--- src/rtl/logiana_pkg.sv ---
`default_nettype none
// ============================================================================
// Module      : logiana_pkg
// Description : Shared widths, readout FSM states and byte-select helper.
// Revision    : 1.0 - initial release
// ============================================================================
package logiana_pkg;

    localparam int ADDR_W = 17;
    localparam int DATA_W = 32;

    typedef enum logic [2:0] {
        ST_IDLE   = 3'd0,
        ST_FETCH  = 3'd1,
        ST_WAIT   = 3'd2,
        ST_FILL   = 3'd3,
        ST_STREAM = 3'd4
    } state_t;

    // Byte idx of a sample word, byte 0 being the least significant.
    function automatic logic [7:0] byte_sel(input logic [DATA_W-1:0] word,
                                            input logic [1:0]        idx);
        byte_sel = word[8*idx +: 8];
    endfunction

endpackage
`default_nettype wire

--- src/rtl/logiana_strobe_sync.sv ---
`default_nettype none
// ============================================================================
// Module      : logiana_strobe_sync
// Description : Synchroniser and rising-edge detector for an active-low host strobe.
// Revision    : 1.0 - initial release
// ============================================================================
module logiana_strobe_sync #(
    parameter int SYNC_STAGES = 2
) (
    input  logic clk,
    input  logic rst,
    input  logic i_strobe_n,
    output logic o_level_n,
    output logic o_rise
);

    logic [SYNC_STAGES-1:0] r_sync;
    logic                   r_prev;

    // Idle level of the strobe is high, so reset to 1 to avoid a false edge.
    always_ff @(posedge clk or posedge rst) begin
        if (rst) begin
            r_sync <= '1;
            r_prev <= 1'b1;
        end else begin
            r_sync <= {r_sync[SYNC_STAGES-2:0], i_strobe_n};
            r_prev <= r_sync[SYNC_STAGES-1];
        end
    end

    assign o_level_n = r_sync[SYNC_STAGES-1];
    assign o_rise    = r_sync[SYNC_STAGES-1] & ~r_prev;

endmodule
`default_nettype wire

--- src/rtl/logiana_readout.sv ---
`default_nettype none
// ============================================================================
// Module      : logiana_readout
// Description : Streams captured 32-bit samples from sync SRAM to the 8-bit host bus.
// Revision    : 1.0 - initial release
// ============================================================================
module logiana_readout #(
    parameter int ADDR_W      = 17,
    parameter int DATA_W      = 32,
    parameter int RAM_LAT     = 2,
    parameter int SYNC_STAGES = 2
) (
    input  logic              CLK24,
    input  logic              RST,
    input  logic              START,
    input  logic [ADDR_W-1:0] START_ADDR,
    input  logic              ENABLE,
    input  logic              H_nRD,
    output logic [7:0]        H_DOUT,
    output logic              H_DOE,
    output logic [ADDR_W-1:0] RAM_ADDR,
    output logic              RAM_nADSC,
    output logic              RAM_nOE,
    input  logic [DATA_W-1:0] RAM_DQ_IN,
    output logic              BUSY,
    output logic              UNDERRUN,
    output logic [ADDR_W-1:0] WORD_CNT
);

    import logiana_pkg::*;

    localparam int c_WAIT_W = $clog2(RAM_LAT + 1);

    logic w_nrd_level;
    logic w_nrd_rise;
    logic w_consume;
    logic w_fill_sel;
    logic [1:0] w_valid_nxt;

    state_t              r_state;
    logic [ADDR_W-1:0]   r_fetch_addr;
    logic [ADDR_W-1:0]   r_ram_addr;
    logic [ADDR_W-1:0]   r_word_cnt;
    logic                r_nadsc;
    logic                r_noe;
    logic                r_doe;
    logic                r_underrun;
    logic [7:0]          r_dout;
    logic [DATA_W-1:0]   r_buf [2];
    logic [1:0]          r_valid;
    logic                r_cur;
    logic [1:0]          r_byte_idx;
    logic [c_WAIT_W-1:0] r_wait_cnt;

    logiana_strobe_sync #(
        .SYNC_STAGES (SYNC_STAGES)
    ) u_rd_sync (
        .clk        (CLK24),
        .rst        (RST),
        .i_strobe_n (H_nRD),
        .o_level_n  (w_nrd_level),
        .o_rise     (w_nrd_rise)
    );

    // A read ending outside readout mode or before any START is not a consume.
    assign w_consume  = w_nrd_rise & ENABLE & (r_state != ST_IDLE);
    assign w_fill_sel = r_valid[r_cur] ? ~r_cur : r_cur;

    always_comb begin
        w_valid_nxt = r_valid;
        if (r_state == ST_FILL) begin
            w_valid_nxt[w_fill_sel] = 1'b1;
        end
        if (w_consume && r_valid[r_cur] && (r_byte_idx == 2'd3)) begin
            w_valid_nxt[r_cur] = 1'b0;
        end
    end

    always_ff @(posedge CLK24 or posedge RST) begin
        if (RST) begin
            r_state      <= ST_IDLE;
            r_fetch_addr <= '0;
            r_ram_addr   <= '0;
            r_word_cnt   <= '0;
            r_nadsc      <= 1'b1;
            r_noe        <= 1'b1;
            r_doe        <= 1'b0;
            r_underrun   <= 1'b0;
            r_dout       <= 8'h00;
            r_buf[0]     <= '0;
            r_buf[1]     <= '0;
            r_valid      <= 2'b00;
            r_cur        <= 1'b0;
            r_byte_idx   <= 2'd0;
            r_wait_cnt   <= '0;
        end else begin
            r_dout <= byte_sel(r_buf[r_cur], r_byte_idx);
            r_doe  <= ENABLE & ~w_nrd_level;

            if (START) begin
                // Restart from scratch; any read still in the SRAM pipe is never captured.
                r_state      <= ST_FETCH;
                r_fetch_addr <= START_ADDR;
                r_ram_addr   <= START_ADDR;
                r_nadsc      <= 1'b0;
                r_noe        <= 1'b0;
                r_valid      <= 2'b00;
                r_cur        <= 1'b0;
                r_byte_idx   <= 2'd0;
                r_underrun   <= 1'b0;
                r_word_cnt   <= '0;
            end else begin
                r_nadsc <= 1'b1;
                r_valid <= w_valid_nxt;

                case (r_state)
                    ST_IDLE: begin
                        r_state <= ST_IDLE;
                    end
                    ST_FETCH: begin
                        r_state    <= ST_WAIT;
                        r_wait_cnt <= c_WAIT_W'(RAM_LAT - 2);
                    end
                    ST_WAIT: begin
                        if (r_wait_cnt == '0) begin
                            r_state <= ST_FILL;
                            r_noe   <= 1'b1;
                        end else begin
                            r_wait_cnt <= r_wait_cnt - c_WAIT_W'(1);
                        end
                    end
                    ST_FILL: begin
                        r_buf[w_fill_sel] <= RAM_DQ_IN;
                        r_fetch_addr      <= r_fetch_addr + ADDR_W'(1);
                        r_state           <= ST_STREAM;
                    end
                    ST_STREAM: begin
                        if (r_valid != 2'b11) begin
                            r_state    <= ST_FETCH;
                            r_ram_addr <= r_fetch_addr;
                            r_nadsc    <= 1'b0;
                            r_noe      <= 1'b0;
                        end
                    end
                    default: begin
                        r_state <= ST_IDLE;
                    end
                endcase

                if (w_consume) begin
                    if (!r_valid[r_cur]) begin
                        r_underrun <= 1'b1;
                    end else begin
                        r_byte_idx <= r_byte_idx + 2'd1;
                        if (r_byte_idx == 2'd3) begin
                            r_cur      <= ~r_cur;
                            r_word_cnt <= r_word_cnt + ADDR_W'(1);
                        end
                    end
                end
            end
        end
    end

    assign H_DOUT    = r_dout;
    assign H_DOE     = r_doe;
    assign RAM_ADDR  = r_ram_addr;
    assign RAM_nADSC = r_nadsc;
    assign RAM_nOE   = r_noe;
    assign BUSY      = (r_state != ST_IDLE);
    assign UNDERRUN  = r_underrun;
    assign WORD_CNT  = r_word_cnt;

endmodule
`default_nettype wire

--- config.mk ---
export PLATFORM = sky130hd
export DESIGN_NAME = logiana_readout
export DESIGN_NICKNAME = d
export VERILOG_FILES = /design/src/rtl/logiana_pkg.sv /design/src/rtl/logiana_strobe_sync.sv /design/src/rtl/logiana_readout.sv
export SDC_FILE = /design/constraint.sdc
export NUM_CORES = 1
export LEC_CHECK = 0
export ABC_CLOCK_PERIOD_IN_PS = 7300
export CORE_MARGIN = 4
export CORE_UTILIZATION = 58
export DETAILED_ROUTE_END_ITERATION = 8
export MAX_ROUTING_LAYER = met4
export PLACE_DENSITY = 0.85
export SLEW_MARGIN = 20
export SYNTH_ARGS = -nofsm -noshare
export SYNTH_HDL_FRONTEND = slang
export SYNTH_SLANG_ARGS = --single-unit
--- constraint.sdc ---
create_clock -name CLK24 -period 7.3 [get_ports CLK24]
set_input_delay 1.46 -clock CLK24 [delete_from_list [all_inputs] [get_ports CLK24]]
set_output_delay 1.46 -clock CLK24 [all_outputs]
set_load 0.05 [all_outputs]
==> qor.yml <==
floorplanning:
  vertical_die_dimension_um: 115
  placement_rows: 38
  initial_core_util: 0.601
  num_io_pins: 101
  fp.coreArea_sq_um: 11000
  floorplan.die.width_um: 115
  die_area_sq_um: 13200
critical_path:
  critPathCaptureType: "primary output"
  crit-reg2reg-launch: "r_byte_idx[1]$_DFFE_PP0P_"
  timing.critical_path.slowest_stage_cell: "sky130_fd_sc_hd__clkdlybuf4s50_1"
  worst-endpoint-required_ps: 5840
  critical_path.top_delay_family: "buffers and inverters"
  worst_ep_arrival_time_ps: 2270
  rr_worst_depth: 5
  critical_path_peak_fanout: 9
  worst_r2r_endpoint: "WORD_CNT[14]$_DFFE_PP0P_"
  critPathLaunchType: "register"
  slowest_delay_ps: 740
  reg2reg_setup_slack_ps: 4850
  worst-setup-path-type: "register to primary output"
  crit_buf_inv: 2
  critical_path.cell_chain: "nor3_1 -> inv_1 -> clkdlybuf4s50_1"
timing:
  tns_ps: 0
  final_max_slew_viol_count: 0
  min_period_over_period: 0.511
  skew_ps: 7.69
  rsz0062_at_grt: "false"
  slew_headroom: 0.392
  hold_viol: 0
  timing.final.setup_violations: 0
  fmax_mhz: 268
  period_needed_ps: 3730
  measured_slew_at_the_worst_slew_check_pin_ps: 912
global_routing:
  first_global_vias: 4782
  maximum_number_of_pins_on_one_net_before_global_route_repair: 88
  gr-usage-all-layers: 0.236
  grt_antenna_before_repair: 0
  first_pass_grt_wire_length_um: 23600
  total_global_routing_overflow: 0
logic_synthesis:
  synth_enable_flop_cells: 0
  synth_nets: 590
  cell_variety_after_synth: 46
  synthMostInstantiatedCell: "sky130_fd_sc_hd__dfrtp_1"
  synth_top_cells_by_area: "sky130_fd_sc_hd__dfrtp_1 51%, sky130_fd_sc_hd__mux2_2 7.3%, sky130_fd_sc_hd__mux2_4 6.8%"
  yosys_warnings: 0
  synth.cell_area_sq_um: 6630
  synth.top_cells.by_count: "135 x sky130_fd_sc_hd__dfrtp_1, 49 x sky130_fd_sc_hd__nand2_1, 43 x sky130_fd_sc_hd__mux2_2"
  syn-mean-instance-area_sq_um: 12.5
  gate_count_of_the_mapped_netlist: 532
  synth_largest_type_area_fraction: 0.510
  synth_top_flop_cell: "sky130_fd_sc_hd__dfrtp_1"
  synth-seq-cells: 140
  synth_area_leader_cell: "sky130_fd_sc_hd__dfrtp_1"
  async_flop_share: 1.00
  seq_area_frac_synth: 0.530
cells_and_area:
  final_layout_size_suffix_gt1_frac: 0.215
  nNetsFinal: 683
  fillerInstances: 706
  layout.cell_area.non_filler_sq_um: 8360
  regArea_sq_um: 3510
  antenna_diode_count: 0
  areaGrowthSynthToFinish_pct: 26.2
  multiInputGateArea_sq_um: 2880
clock_tree:
  cts_htree_levels: 4
  cts_inserted_buffers: 17
  count_of_clock_tree_sinks: 140
  post_cts_hold_buffer_count: 0
  number_of_instances_resized_during_post_cts_repair: 0
  cts_tree: "yes"
  cts_max_path_buffers: 2
  clk_transition_reported_paths_ps: 60
  clock_tree.root_cell: "sky130_fd_sc_hd__clkbuf_16"
  cts_setup_buffers: 0
  clock_latency_ps: 420
placed_design:
  detailed_place.area_sq_um: 7640
  place.detailed.hpwl_um: 9410
  gp_routability_congestion: 0.812
  io_buffers: 100
worst_hold_path:
  timing.hold.worst.class: "register to register"
  worst_hold_startpoint: "u_rd_sync.r_sync[0]$_DFF_PP1_"
  whs_endpoint: "u_rd_sync.r_sync[1]$_DFF_PP1_"
  worstHoldPathCells: 0
routing:
  post_drt_via_cell_ratio: 5.94
  drt_first_iter_violations: 371
  detailedRoute.firstPassIterationCount: 6
  vias: 4623
  ant_nets: 0
  post-route-drc-count: 0
  wirelength_um: 14300
  avgRoutedWirePerCell_um: 18.4
power_and_ir_drop:
  power.static_leakage_uw: 0.00360
  pwr_density_cell_nw_per_um2: 334
  irDropWorstVdd_uv: 243
status:
  outcome: "finished, final reports clean"
run:
  drv.max_cap_violation_count: 0
[cell usage in the layout (no fill, tap or decap), types with 3 or more instances in the layout]
cell type	synthesis	routed
sky130_fd_sc_hd__nor2_1	17	17
sky130_fd_sc_hd__mux2_2	43	43
sky130_fd_sc_hd__or4_1	11	11
sky130_fd_sc_hd__ha_1	4	4
sky130_fd_sc_hd__clkbuf_8	0	4
sky130_fd_sc_hd__o21ai_0	35	35
sky130_fd_sc_hd__and3b_1	3	3
sky130_fd_sc_hd__clkbuf_16	0	17
sky130_fd_sc_hd__nor3_1	9	9
sky130_fd_sc_hd__a21oi_1	22	21
sky130_fd_sc_hd__nand3_1	10	10
sky130_fd_sc_hd__clkdlybuf4s50_1	0	99
sky130_fd_sc_hd__nand4_1	13	13
sky130_fd_sc_hd__xnor2_1	12	12
sky130_fd_sc_hd__or3_1	4	4
sky130_fd_sc_hd__nor2b_1	6	6
sky130_fd_sc_hd__o31ai_1	10	10
sky130_fd_sc_hd__mux4_2	16	16
sky130_fd_sc_hd__dfstp_2	5	5
sky130_fd_sc_hd__o21a_1	3	3
sky130_fd_sc_hd__bufinv_16	0	7
sky130_fd_sc_hd__buf_4	2	6
sky130_fd_sc_hd__nand2_1	49	49
sky130_fd_sc_hd__inv_1	10	9
sky130_fd_sc_hd__dfrtp_1	135	135
sky130_fd_sc_hd__mux2_4	30	30
sky130_fd_sc_hd__xor2_1	5	5
sky130_fd_sc_hd__mux2i_1	18	18
sky130_fd_sc_hd__nor4_1	9	9
[per-stage QoR]
step	power, uW	utilization	instances	hold WS [ps]	worst slack, ps
2_1_floorplan	1570	-	532	345	2100
3_3_place_gp	1720	0.693	746	347	3530
3_5_place_dp	1770	0.693	746	349	3460
4_1_cts	2820	0.758	778	356	3570
5_1_grt	2910	0.758	778	364	3440
6_report	2800	0.758	778	356	3570
[layer usage]
metal,vias to the layer above,track usage,wire (um)
li1,2123,-,-
met1,2342,0.301,6290
met2,136,0.368,7180
met3,22,0.0479,606
met4,0,0.104,242
met5,-,-,0
[flip-flops by register name (all words and copies together) (netlist names), 2 cells and up]
name              cells
H_DOUT                8
u_rd_sync.r_sync      2
r_byte_idx            2
RAM_ADDR             17
r_state               3
r_valid               2
r_buf                64
WORD_CNT             17
r_wait_cnt            2
r_fetch_addr         17
[power breakdown]
part / internal [uW] / switching, uW / leakage (uW)
combinational: 355 / 302 / 0.00149
clock: 710 / 326 / 0.000345
sequential: 983 / 121 / 0.00177
total: 2050 / 749 / 0.00360
[cells by family (layout without fill, tap and decap cells)]
family / after synthesis / after routing / synth area share
adders and majority gates: 4 / 4 / 0.00755
DFF: 140 / 140 / 0.530
and+or+nand+nor: 145 / 145 / 0.115
buffers and inverters: 42 / 148 / 0.0368
xor gates and xnor gates: 17 / 17 / 0.0225
muxes: 107 / 107 / 0.223
AOI/OAI and AO/OA: 77 / 77 / 0.0661
[worst max-delay path by stage]
stage,startpoint,to,cells after the start
3_5_place_dp,START,r_buf[62]$_DFFE_PP0P_,4
2_1_floorplan,RST,H_DOE$_DFF_PP0_,1
4_1_cts,r_state[0]$_DFFE_PP0P_,BUSY,3
3_3_place_gp,START,r_buf[62]$_DFFE_PP0P_,4
6_report,r_state[0]$_DFFE_PP0P_,BUSY,3
5_1_grt,r_state[0]$_DFFE_PP0P_,BUSY,3
[cell type report]
| class | instances | share of cell area |
|---|---|---|
| clock inverters | 11 | 0.0281 |
| repair buffers | 106 | 0.124 |
| clock buffers | 21 | 0.0575 |
| inverters | 10 | 0.00509 |
| multi-input cells | 350 | 0.344 |
| flip-flops and latches | 140 | 0.420 |
| well taps | 140 | 0.0209 |
Power figures use the tool's default switching activity.
